[src/rtl/flit_gen_pkg.sv]
// Shared definitions for the flit traffic generator.
// Holds the FSM state encoding, the write-flit width, the write opcode,
// the bit positions of the wr_data fields and the payload pattern helper.
package flit_gen_pkg;

    localparam int FLIT_W = 528;

    localparam logic [15:0] OPC_WR = 16'h0001;

    // wr_data field positions
    localparam int OPC_LSB = 0;
    localparam int OPC_MSB = 15;
    localparam int IDX_LSB = 16;
    localparam int IDX_MSB = 31;
    localparam int PAT_LSB = 128;
    localparam int PAT_MSB = 255;

    typedef enum logic [2:0] {
        ST_IDLE     = 3'd0,
        ST_WRITE    = 3'd1,
        ST_READ     = 3'd2,
        ST_WAIT_RSP = 3'd3,
        ST_DONE     = 3'd4
    } state_t;

    // Pattern word for one flit: base plus zero-extended index, wrapping mod 2^32.
    function automatic logic [31:0] pattern_word(input logic [31:0] base,
                                                 input logic [31:0] idx);
        return base + idx;
    endfunction

endpackage

[src/rtl/flit_payload_fmt.sv]
// Combinational formatter: builds the 528-bit write flit from a flit index.
// Ports:
//   i_idx   in  IDX_W    flit index
//   o_data  out FLIT_W   formatted flit (pattern x4, index, write opcode)
module flit_payload_fmt
    import flit_gen_pkg::*;
#(
    parameter int          IDX_W        = 7,
    parameter logic [31:0] PATTERN_BASE = 32'hA5A5_0000
) (
    input  logic [IDX_W-1:0]  i_idx,
    output logic [FLIT_W-1:0] o_data
);

    logic [31:0] w_pat;

    assign w_pat = pattern_word(PATTERN_BASE, 32'(i_idx));

    // Assemble the flit fields; everything not named stays zero.
    always_comb begin
        o_data                   = '0;
        o_data[PAT_MSB:PAT_LSB]  = {4{w_pat}};
        o_data[IDX_MSB:IDX_LSB]  = 16'(i_idx);
        o_data[OPC_MSB:OPC_LSB]  = OPC_WR;
    end

endmodule

[src/rtl/flit_traffic_gen.sv]
// Flit traffic generator: issues NUM_FLITS write flits, then NUM_FLITS read
// requests, counts the returning read responses and raises wr_rd_done when
// all are back.
// Optional watchdog: define FLIT_TRAFFIC_GEN_TIMEOUT_EN to build a counter
// that forces DONE and sets timeout_err after TIMEOUT_CYCLES idle busy cycles.
// Ports:
//   clk, reset          clock and synchronous active-high reset
//   start               one-cycle start pulse (honoured in IDLE/DONE only)
//   wr_valid/ready/data write flit handshake and 528-bit payload
//   rd_valid/ready/addr read request handshake and 16-bit index
//   drs_valid           one read response per cycle
//   wr_rd_done          level, all responses received
//   busy                high in WRITE, READ, WAIT_RSP
//   rsp_overflow        sticky, response beyond NUM_FLITS
//   timeout_err         sticky watchdog error (0 without the macro)
module flit_traffic_gen
    import flit_gen_pkg::*;
#(
    parameter int          NUM_FLITS      = 64,
    parameter logic [31:0] PATTERN_BASE   = 32'hA5A5_0000,
    parameter int          TIMEOUT_CYCLES = 4096
) (
    input  logic               clk,
    input  logic               reset,
    input  logic               start,
    output logic               wr_valid,
    input  logic               wr_ready,
    output logic [FLIT_W-1:0]  wr_data,
    output logic               rd_valid,
    input  logic               rd_ready,
    output logic [15:0]        rd_addr,
    input  logic               drs_valid,
    output logic               wr_rd_done,
    output logic               busy,
    output logic               rsp_overflow,
    output logic               timeout_err
);

    localparam int             CW     = $clog2(NUM_FLITS + 1);
    localparam logic [CW-1:0]  N_C    = CW'(NUM_FLITS);
    localparam logic [CW-1:0]  N_M1_C = CW'(NUM_FLITS - 1);

    state_t              r_state;
    state_t              w_state_nxt;
    logic [CW-1:0]       r_wr_cnt;
    logic [CW-1:0]       r_rd_cnt;
    logic [CW-1:0]       r_rsp_cnt;
    logic [CW-1:0]       w_rsp_cnt_nxt;
    logic                r_rsp_overflow;
    logic                w_start_ok;
    logic                w_wr_xfer;
    logic                w_rd_xfer;
    logic                w_busy;
    logic                w_rsp_window;
    logic                w_timeout;
    logic [FLIT_W-1:0]   w_flit;

    assign w_busy       = (r_state == ST_WRITE) || (r_state == ST_READ) ||
                          (r_state == ST_WAIT_RSP);
    assign w_start_ok   = start && ((r_state == ST_IDLE) || (r_state == ST_DONE));
    // valid is a pure decode of state, so a transfer is state && ready
    assign w_wr_xfer    = (r_state == ST_WRITE) && wr_ready;
    assign w_rd_xfer    = (r_state == ST_READ) && rd_ready;
    assign w_rsp_window = (r_state == ST_READ) || (r_state == ST_WAIT_RSP);

`ifdef FLIT_TRAFFIC_GEN_TIMEOUT_EN
    localparam int            TW   = $clog2(TIMEOUT_CYCLES + 1);
    localparam logic [TW-1:0] TO_C = TW'(TIMEOUT_CYCLES);

    logic [TW-1:0] r_wdog;
    logic          r_timeout_err;

    assign w_timeout   = w_busy && (r_wdog == TO_C);
    assign timeout_err = r_timeout_err;

    // Watchdog: restarts on any progress, counts while busy, saturates at the limit.
    always_ff @(posedge clk) begin
        if (reset) begin
            r_wdog <= '0;
        end else if (w_wr_xfer || w_rd_xfer || drs_valid || !w_busy) begin
            r_wdog <= '0;
        end else if (r_wdog != TO_C) begin
            r_wdog <= r_wdog + TW'(1);
        end
    end

    // Sticky timeout flag, cleared only by reset or an accepted start.
    always_ff @(posedge clk) begin
        if (reset) begin
            r_timeout_err <= 1'b0;
        end else if (w_start_ok) begin
            r_timeout_err <= 1'b0;
        end else if (w_timeout) begin
            r_timeout_err <= 1'b1;
        end
    end
`else
    assign w_timeout   = 1'b0;
    assign timeout_err = 1'b0;
`endif

    // Response count after this cycle; saturates at NUM_FLITS.
    always_comb begin
        w_rsp_cnt_nxt = r_rsp_cnt;
        if (w_rsp_window && drs_valid && (r_rsp_cnt != N_C)) begin
            w_rsp_cnt_nxt = r_rsp_cnt + CW'(1);
        end else begin
            w_rsp_cnt_nxt = r_rsp_cnt;
        end
    end

    // FSM state register.
    always_ff @(posedge clk) begin
        if (reset) begin
            r_state <= ST_IDLE;
        end else begin
            r_state <= w_state_nxt;
        end
    end

    // FSM next-state logic.
    always_comb begin
        w_state_nxt = r_state;
        case (r_state)
            ST_IDLE: begin
                if (w_start_ok) w_state_nxt = ST_WRITE;
                else            w_state_nxt = ST_IDLE;
            end
            ST_WRITE: begin
                if (w_timeout)                           w_state_nxt = ST_DONE;
                else if (w_wr_xfer && r_wr_cnt == N_M1_C) w_state_nxt = ST_READ;
                else                                     w_state_nxt = ST_WRITE;
            end
            ST_READ: begin
                if (w_timeout)                           w_state_nxt = ST_DONE;
                else if (w_rd_xfer && r_rd_cnt == N_M1_C) w_state_nxt = ST_WAIT_RSP;
                else                                     w_state_nxt = ST_READ;
            end
            ST_WAIT_RSP: begin
                // the cycle carrying the final response already counts as complete
                if (w_timeout)                 w_state_nxt = ST_DONE;
                else if (w_rsp_cnt_nxt == N_C) w_state_nxt = ST_DONE;
                else                           w_state_nxt = ST_WAIT_RSP;
            end
            ST_DONE: begin
                if (w_start_ok) w_state_nxt = ST_WRITE;
                else            w_state_nxt = ST_DONE;
            end
            default: w_state_nxt = ST_IDLE;
        endcase
    end

    // Transfer/response counters and the sticky overflow flag.
    always_ff @(posedge clk) begin
        if (reset) begin
            r_wr_cnt       <= '0;
            r_rd_cnt       <= '0;
            r_rsp_cnt      <= '0;
            r_rsp_overflow <= 1'b0;
        end else if (w_start_ok) begin
            r_wr_cnt       <= '0;
            r_rd_cnt       <= '0;
            r_rsp_cnt      <= '0;
            r_rsp_overflow <= 1'b0;
        end else begin
            if (w_wr_xfer) r_wr_cnt <= r_wr_cnt + CW'(1);
            if (w_rd_xfer) r_rd_cnt <= r_rd_cnt + CW'(1);
            r_rsp_cnt <= w_rsp_cnt_nxt;
            if ((r_state == ST_WAIT_RSP) && drs_valid && (r_rsp_cnt == N_C)) begin
                r_rsp_overflow <= 1'b1;
            end
        end
    end

    flit_payload_fmt #(
        .IDX_W        (CW),
        .PATTERN_BASE (PATTERN_BASE)
    ) u_fmt (
        .i_idx  (r_wr_cnt),
        .o_data (w_flit)
    );

    // FSM outputs, decoded from registered state and counters only.
    always_comb begin
        wr_valid   = 1'b0;
        rd_valid   = 1'b0;
        wr_rd_done = 1'b0;
        wr_data    = '0;
        rd_addr    = 16'h0000;
        case (r_state)
            ST_WRITE: begin
                wr_valid = 1'b1;
                wr_data  = w_flit;
            end
            ST_READ: begin
                rd_valid = 1'b1;
                rd_addr  = 16'(r_rd_cnt);
            end
            ST_DONE: begin
                wr_rd_done = 1'b1;
            end
            default: begin
                wr_valid = 1'b0;
            end
        endcase
    end

    assign busy         = w_busy;
    assign rsp_overflow = r_rsp_overflow;

endmodule

[config.mk]
export PLATFORM = sky130hd
export DESIGN_NAME = flit_traffic_gen
export DESIGN_NICKNAME = d
export VERILOG_FILES = /design/src/rtl/flit_gen_pkg.sv /design/src/rtl/flit_payload_fmt.sv /design/src/rtl/flit_traffic_gen.sv
export SDC_FILE = /design/constraint.sdc
export NUM_CORES = 1
export LEC_CHECK = 0
export CAP_MARGIN = 10
export CORE_AREA = 2 2 217 219
export CTS_CLUSTER_SIZE = 30
export DETAILED_ROUTE_END_ITERATION = 6
export DIE_AREA = 0 0 219 221
export PLACE_DENSITY = 0.41
export SLEW_MARGIN = 10
export SYNTH_ARGS = -nofsm -noshare
export SYNTH_HDL_FRONTEND = slang
export SYNTH_SLANG_ARGS = --single-unit
[constraint.sdc]
create_clock -name clk -period 2.2 [get_ports clk]
set_input_delay 0.33 -clock clk [delete_from_list [all_inputs] [get_ports clk]]
set_output_delay 0.33 -clock clk [all_outputs]
set_load 0.05 [all_outputs]
==> flow_summary.ini, run 1 <==
[synthesis]
synth.yosys.warnings = 0
yosys_register_bits = 25
seq_area_frac_synth_pct = 9.32
netlist_instances = 693
synthesis.area_sq_um = 5370
mean_instance_size_in_the_synthesized_netlist_sq_um = 7.75
yosys.cell_types.count = 45

[drt]
route.detailed.drc = 0
avgViaCountPerCell = 2.00
firstDrtPassIters = 4
route.vias.total = 2652
ant_nets = 0
detailed_route_iter0_violations = 24
drt_wl_total_um = 7720
wl_per_cell_um = 5.82

[grt]
grt_first_pass_wirelength_um = 9540
grt_pass1_vias = 1699
grtUsageTotal_pct = 2.47
antenna_found_initial = 0
grt_remaining_overflow = 0
largest_net_degree_at_the_start_of_global_routing = 21

[sta]
setup_slack_ns = 0.171
final-hold-violation-count = 0
hold-worst-slack_ns = 0.485
tightest_slew_ns = 0.504
max_freq_mhz = 493
timing.slew.headroom_pct = 66.3
clock_skew_ns = 0.00219
rsz0062_at_grt = false
setup_tns_ns = 0
final_period_minus_worst_setup_slack_ns = 2.03
final_slew_viol_count = 0
period_share_pct = 92.2
final-setup-viol-count = 0

[layout]
multi_input_area_sq_um = 2620
fin_cells = 1327
regArea_sq_um = 502
layout-drive-gt1-share_pct = 14.9
syn2layout_area_growth_pct = 5.50
fill_cells = 5318
layout.nets = 731
utilization_pct = 12.3
insertedDiodeCount = 0

[clock_network]
clkLatencyLatePin_ns = 0.26
cts_tree = yes
cts-htree-levels = 1
cts-root-to-sink-buffers = 2
cts.hold.buffers_added = 0
clock_sinks = 25
cts_post_setup_buffers_inserted = 0
cts_buffers = 3
clkSlewWorstSetupHoldPaths_ns = 0.07
root_buffer = sky130_fd_sc_hd__clkbuf_16

[outcome]
status = complete, no violations

[power_and_ir_drop]
pwr_density_cell_nw_per_um2 = 555
static_power_due_to_leakage_uw = 0.00281
vdd_ir_drop_max_v = 0.000278

[setup_path]
critPathMaxStageDelay_ns = 0.43
critical_path_peak_fanout = 13
cp_data_required_time_ns = 1.87
setup.worst_path.class = flop to output port
cp_data_arrival_time_ns = 1.70
crit_path_top_delay_cell = sky130_fd_sc_hd__dfxtp_2
worstPathCellList = nor3b_4, buf_4, and2_2, buf_12
setup.worst_path.end_class = output port
start_kind = flop

[flow_run]
maxCapViolations = 0

[die]
initial_utilization_pct = 11.7
floorplan.core_area_sq_um = 46100
floorplan.die_area_sq_um = 48400
num_rows = 79
die-height_um = 221
die_width_um = 219
boundaryPins = 556

[placed_design]
numPlacedInstances = 1323
final_replace_weighted_congestion = 0.695
port_buffers = 85
detailed_place_hpwl_um = 7030
post-place-ws_ns = 0.135

[worst_hold_path]
hold_path_class = flop to flop
## metrics by stage
step,cell area [sq um],total power (uW)
2_1_floorplan,7140,3170
6_report,5660,3140
5_1_grt,5660,3220
4_1_cts,5660,3140
3_3_place_gp,5580,2720
3_5_place_dp,5580,2720
## layout make-up
class | instances | share of cell area (%)
Multi-Input combinational cell | 597 | 46.3
Sequential cell | 25 | 8.86
Inverter | 3 | 0.199
Tap cell | 607 | 13.4
Clock buffer | 3 | 1.33
Timing Repair Buffer | 91 | 29.8
Clock inverter | 1 | 0.0884
## cells by family after synthesis
group                    count (synthesis)  synth area share (%)
adder cells (fa/ha/maj)                  4                 0.932
multiplexers                             1                 0.186
XOR/XNOR                                16                  2.61
AND/OR/NAND/NOR                         85                  9.16
AO/OA/AOI/OAI                           21                  2.70
other                                    1                0.0699
flip-flops                              25                  9.32
buffers and inverters                  540                  75.0
## worst paths after layout
kind                 from      endpoint  slack, ns  cells after the start
min           r_wr_cnt[1]   r_wr_cnt[1]       0.48                      2
max reg2reg  r_rsp_cnt[0]    r_state[1]       0.30                      7
min reg2reg   r_wr_cnt[1]   r_wr_cnt[1]       0.48                      2
max            r_state[0]  wr_data[131]       0.17                      4
## sequential cells by signal, indices dropped and copies added (netlist names)
| register | count |
|---|---|
| r_rd_cnt | 7 |
| r_rsp_cnt | 7 |
| r_state | 3 |
| r_wr_cnt | 7 |
| rsp_overflow | 1 |
## routing by layer
metal / wire (um) / global-route usage (%)
met2: 4220 / 4.92
met5: 0 / 0
met3: 1340 / 0.715
met4: 139 / 1.31
met1: 2020 / 2.18
## Yosys cell counts (all sizes together)
| cell | number | area share, % |
|---|---|---|
| buf | 533 | 74 |
| nor2 | 27 | 2.0 |
| dfxtp | 25 | 9.3 |
| and2 | 16 | 1.9 |
| nand2 | 11 | 0.82 |
| a21oi | 8 | 0.82 |
| xnor2 | 8 | 1.3 |
| xor2 | 8 | 1.3 |
| nand3 | 5 | 0.47 |
| and3 | 4 | 0.47 |
| clkbuf | 4 | 0.30 |
| ha | 4 | 0.93 |
| inv | 3 | 0.21 |
| nand4 | 3 | 0.35 |
| nor3 | 3 | 0.28 |
| nor3b | 3 | 0.51 |
| o21ai | 3 | 0.28 |
| or3 | 3 | 0.35 |
| and4bb | 2 | 0.47 |
| o31a | 2 | 0.33 |
| a2111oi | 1 | 0.19 |
| a211oi | 1 | 0.23 |
| a21o | 1 | 0.14 |
| a221oi | 1 | 0.16 |
| a22o | 1 | 0.16 |
| a31oi | 1 | 0.12 |
| a41oi | 1 | 0.16 |
| and2b | 1 | 0.14 |
| and4 | 1 | 0.16 |
| and4b | 1 | 0.19 |
| conb | 1 | 0.070 |
| mux2i | 1 | 0.19 |
| nand3b | 1 | 0.14 |
| nand4b | 1 | 0.44 |
| nor2b | 1 | 0.12 |
| o22ai | 1 | 0.12 |
| or2 | 1 | 0.12 |
| or4b | 1 | 0.26 |
## critical path: cells and delay by family, from the launching register on
kind          cells  cell delay [ns]
buf+inv           2             0.40
flops             1             0.43
simple gates      2             0.59
## power breakdown
| part | internal (uW) | switching, uW | leakage, uW |
|---|---|---|---|
| combinational | 228 | 2040 | 0.00257 |
| clock | 246 | 171 | 0.0000409 |
| sequential | 455 | 5.28 | 0.000202 |
## cell usage in the layout (no fill, tap or decap), types with 2 or more instances in the layout
cell and instances:
sky130_fd_sc_hd__and3_1 4, sky130_fd_sc_hd__ha_1 4, sky130_fd_sc_hd__conb_1 470, sky130_fd_sc_hd__a21oi_1 7
sky130_fd_sc_hd__clkbuf_16 3, sky130_fd_sc_hd__nor2_1 26, sky130_fd_sc_hd__inv_1 3, sky130_fd_sc_hd__nand4_1 3
sky130_fd_sc_hd__nand2_1 10, sky130_fd_sc_hd__and2_2 7, sky130_fd_sc_hd__or3_1 3, sky130_fd_sc_hd__xor2_1 8
sky130_fd_sc_hd__and2_1 9, sky130_fd_sc_hd__nand3_1 5, sky130_fd_sc_hd__clkdlybuf4s50_1 6, sky130_fd_sc_hd__buf_12 79
sky130_fd_sc_hd__nor3_1 3, sky130_fd_sc_hd__o21ai_0 3, sky130_fd_sc_hd__nor3b_1 2, sky130_fd_sc_hd__xnor2_1 8
sky130_fd_sc_hd__o31a_1 2, sky130_fd_sc_hd__buf_4 6, sky130_fd_sc_hd__dfxtp_1 24
## repair_timing
action	in CTS	in global routing
setup endpoints to repair	1	30
gates cloned	0	0
resized for setup	1	1
(Power assumes the default switching activity.)
==> run 2, diff against run 1 <==
- ABC_AREA: not set -> 1
- CORE_AREA: 2 2 217 219 -> 2 2 218 220
- DIE_AREA: 0 0 219 221 -> 0 0 220 222
==> flow_summary.ini, run 2 <==
[setup_path]
reg2regPathDepth = 13
rrSetupSlack_ns = 0.52
cp_data_required_time_ns = 1.87
r2r_start = r_rsp_cnt[0]
rr_endpoint = r_state[0]
setup.worst_path.end_class = output port
cp_data_arrival_time_ns = 1.76
setup.worst_path.class = flop to output port
start_kind = flop
critPathMaxStageDelay_ns = 0.40
worstPathCellList = inv_2, nor2_2, nand2_2, inv_1, buf_12, buf_12
critical_path_peak_fanout = 34
crit_path_top_delay_cell = sky130_fd_sc_hd__dfxtp_1
cp_common_cell = sky130_fd_sc_hd__buf_12

[layout]
layout.nets = 794
layout.cell_area.non_filler_sq_um = 5680
insertedDiodeCount = 0
layout-drive-gt1-share_pct = 14.8
utilization_pct = 12.3
syn2layout_area_growth_pct = 4.63
layout_common_cells = sky130_fd_sc_hd__conb_1 (470), sky130_fd_sc_hd__buf_12 (74), sky130_fd_sc_hd__nand2_1 (43)
biggestRegsByFlops = r_rd_cnt x7, r_rsp_cnt x7, r_wr_cnt x7
leading_cell_type_in_the_layout_fill_and_taps_excluded = sky130_fd_sc_hd__conb_1

[synthesis]
mean_instance_size_in_the_synthesized_netlist_sq_um = 7.26
synthesis.area_sq_um = 5430
synth_commonest_cells = sky130_fd_sc_hd__buf_4 (531), sky130_fd_sc_hd__nand2_1 (43), sky130_fd_sc_hd__inv_1 (37), sky130_fd_sc_hd__nor2_1 (37), sky130_fd_sc_hd__dfxtp_1 (25)
synth.yosys.warnings = 0
yosysTopAreaCellShare_pct = 73.4
synth_enable_flop_cells = 0
yosys_register_bits = 25
largest_area_contributor_in_the_synthesized_netlist = sky130_fd_sc_hd__buf_4
yosys.cell_types.count = 27
async_reset_ff_share_pct = 0
most_common_cell_in_the_synthesized_netlist = sky130_fd_sc_hd__buf_4
seq_area_frac_synth_pct = 9.21
synth_top_area_cells = sky130_fd_sc_hd__buf_4 (73%), sky130_fd_sc_hd__dfxtp_1 (9.2%), sky130_fd_sc_hd__nand2_1 (3.0%)
yosys_most_used_dff = sky130_fd_sc_hd__dfxtp_1
netlist_instances = 748

[flow_run]
maxCapViolations = 0

[placed_design]
port_buffers = 85
final_replace_weighted_congestion = 0.717
detailed_place_hpwl_um = 7930
post-place-ws_ns = 0.212
detailed_place.area_sq_um = 5600

[drt]
ant_nets = 0
route.detailed.drc = 0
drt_wl_total_um = 8610
wl_per_cell_um = 6.19
avgViaCountPerCell = 2.05
detailed_route_iter0_violations = 77
firstDrtPassIters = 4
route.vias.total = 2856

[power_and_ir_drop]
proportion_of_power_drawn_by_the_clock_network_pct = 13.6
vdd_ir_drop_max_v = 0.000259
static_power_due_to_leakage_uw = 0.00290
pwr_density_cell_nw_per_um2 = 560
power_frac_seq_pct = 14.4
cellInternalPower_uw = 930
pwr-share-comb_pct = 72.0
switching_power_uw = 2250
netSwitchingFraction_pct = 70.7

[grt]
antenna_found_initial = 2
grt_first_pass_wirelength_um = 11100
grtUsageTotal_pct = 2.95
grt_pass1_vias = 2041
largest_net_degree_at_the_start_of_global_routing = 35
grt_remaining_overflow = 0

[worst_hold_path]
hold_path.startpoint = rsp_overflow
hold_depth = 2
end_point_of_the_most_critical_hold_path = rsp_overflow
hold_path_class = flop to flop

[outcome]
status = complete, no violations

[sta]
clock_skew_ns = 0.00532
final-hold-violation-count = 0
rsz0062_at_grt = false
period_share_pct = 95.2
final_slew_viol_count = 0
setup_tns_ns = 0
final_period_minus_worst_setup_slack_ns = 2.09
max_freq_mhz = 478
final-setup-viol-count = 0
setup_slack_ns = 0.106

[clock_network]
clock_sinks = 25
cts-root-to-sink-buffers = 2
cts-htree-levels = 1
clkSlewWorstSetupHoldPaths_ns = 0.07
root_buffer = sky130_fd_sc_hd__clkbuf_16
cts_buffers = 3
ctsResizeCount = 0
cts.hold.buffers_added = 0
cts_post_setup_buffers_inserted = 0
cts_tree = yes
clkLatencyLatePin_ns = 0.27

[die]
die_width_um = 220
floorplan.core_area_sq_um = 46300
initial_utilization_pct = 11.7
floorplan.die_area_sq_um = 48800
boundaryPins = 556
num_rows = 79
die-height_um = 222
## run 2: metal layers
layer	vias to the layer above	share of wire (%)	wire, um	GRT usage (%)
met4	2	1.4	119	1.23
met1	1234	26	2270	2.72
met5	-	0.14	12	0
li1	1339	-	-	-
met3	8	20	1690	1.95
met2	273	53	4520	5.07
## run 2: worst max path at each step
stage,cells past startpoint,to,startpoint
after global routing,6,wr_data[184],r_state[0]
final,6,wr_data[184],r_state[0]
after global placement,6,r_wr_cnt[6],start
after CTS,6,wr_data[184],r_state[0]
after detailed placement,6,r_wr_cnt[6],start
after floorplan,7,r_rd_cnt[4],r_state[1]
## run 2: worst max-delay path: cells and delay by family (launching register included)
family	cells	cell delay [ns]
buf+inv	4	0.79
flops	1	0.40
simple gates	2	0.27
## run 2: power groups by stage
| stage | Sequential, uW | Combinational, uW | Clock (uW) |
|---|---|---|---|
| after floorplan | 468 | 2710 | 0 |
| after global placement | 469 | 2270 | 0 |
| after detailed placement | 469 | 2270 | 0 |
| after CTS | 458 | 2270 | 460 |
| after global routing | 458 | 2360 | 467 |
| final | 458 | 2290 | 433 |
## run 2: cells by family after synthesis
| logic type | Yosys count | share of synthesized area, % |
|---|---|---|
| buffers and inverters | 575 | 76.6 |
| and+or+nand+nor | 116 | 10.7 |
| AOI/OAI and AO/OA | 27 | 2.56 |
| DFF | 25 | 9.21 |
| adders and majority gates | 4 | 0.921 |
| other | 1 | 0.0690 |
## run 2: metrics by stage
step	power (uW)	std cells	hold slack [ns]
after floorplan	3180	1217	0.392
after global placement	2740	1386	0.465
after detailed placement	2740	1386	0.470
after CTS	3190	1390	0.491
after global routing	3290	1390	0.503
final	3180	1390	0.479
## run 2: final cells by class
cell class                      count  area [sq um]
Fill cell                        5327         40600
Multi-Input combinational cell    617          2530
Timing Repair Buffer               95          1650
Tap cell                          607           759
Sequential cell                    25           500
Inverter                           42           158
Clock buffer                        3          75.1
Clock inverter                      1          7.51
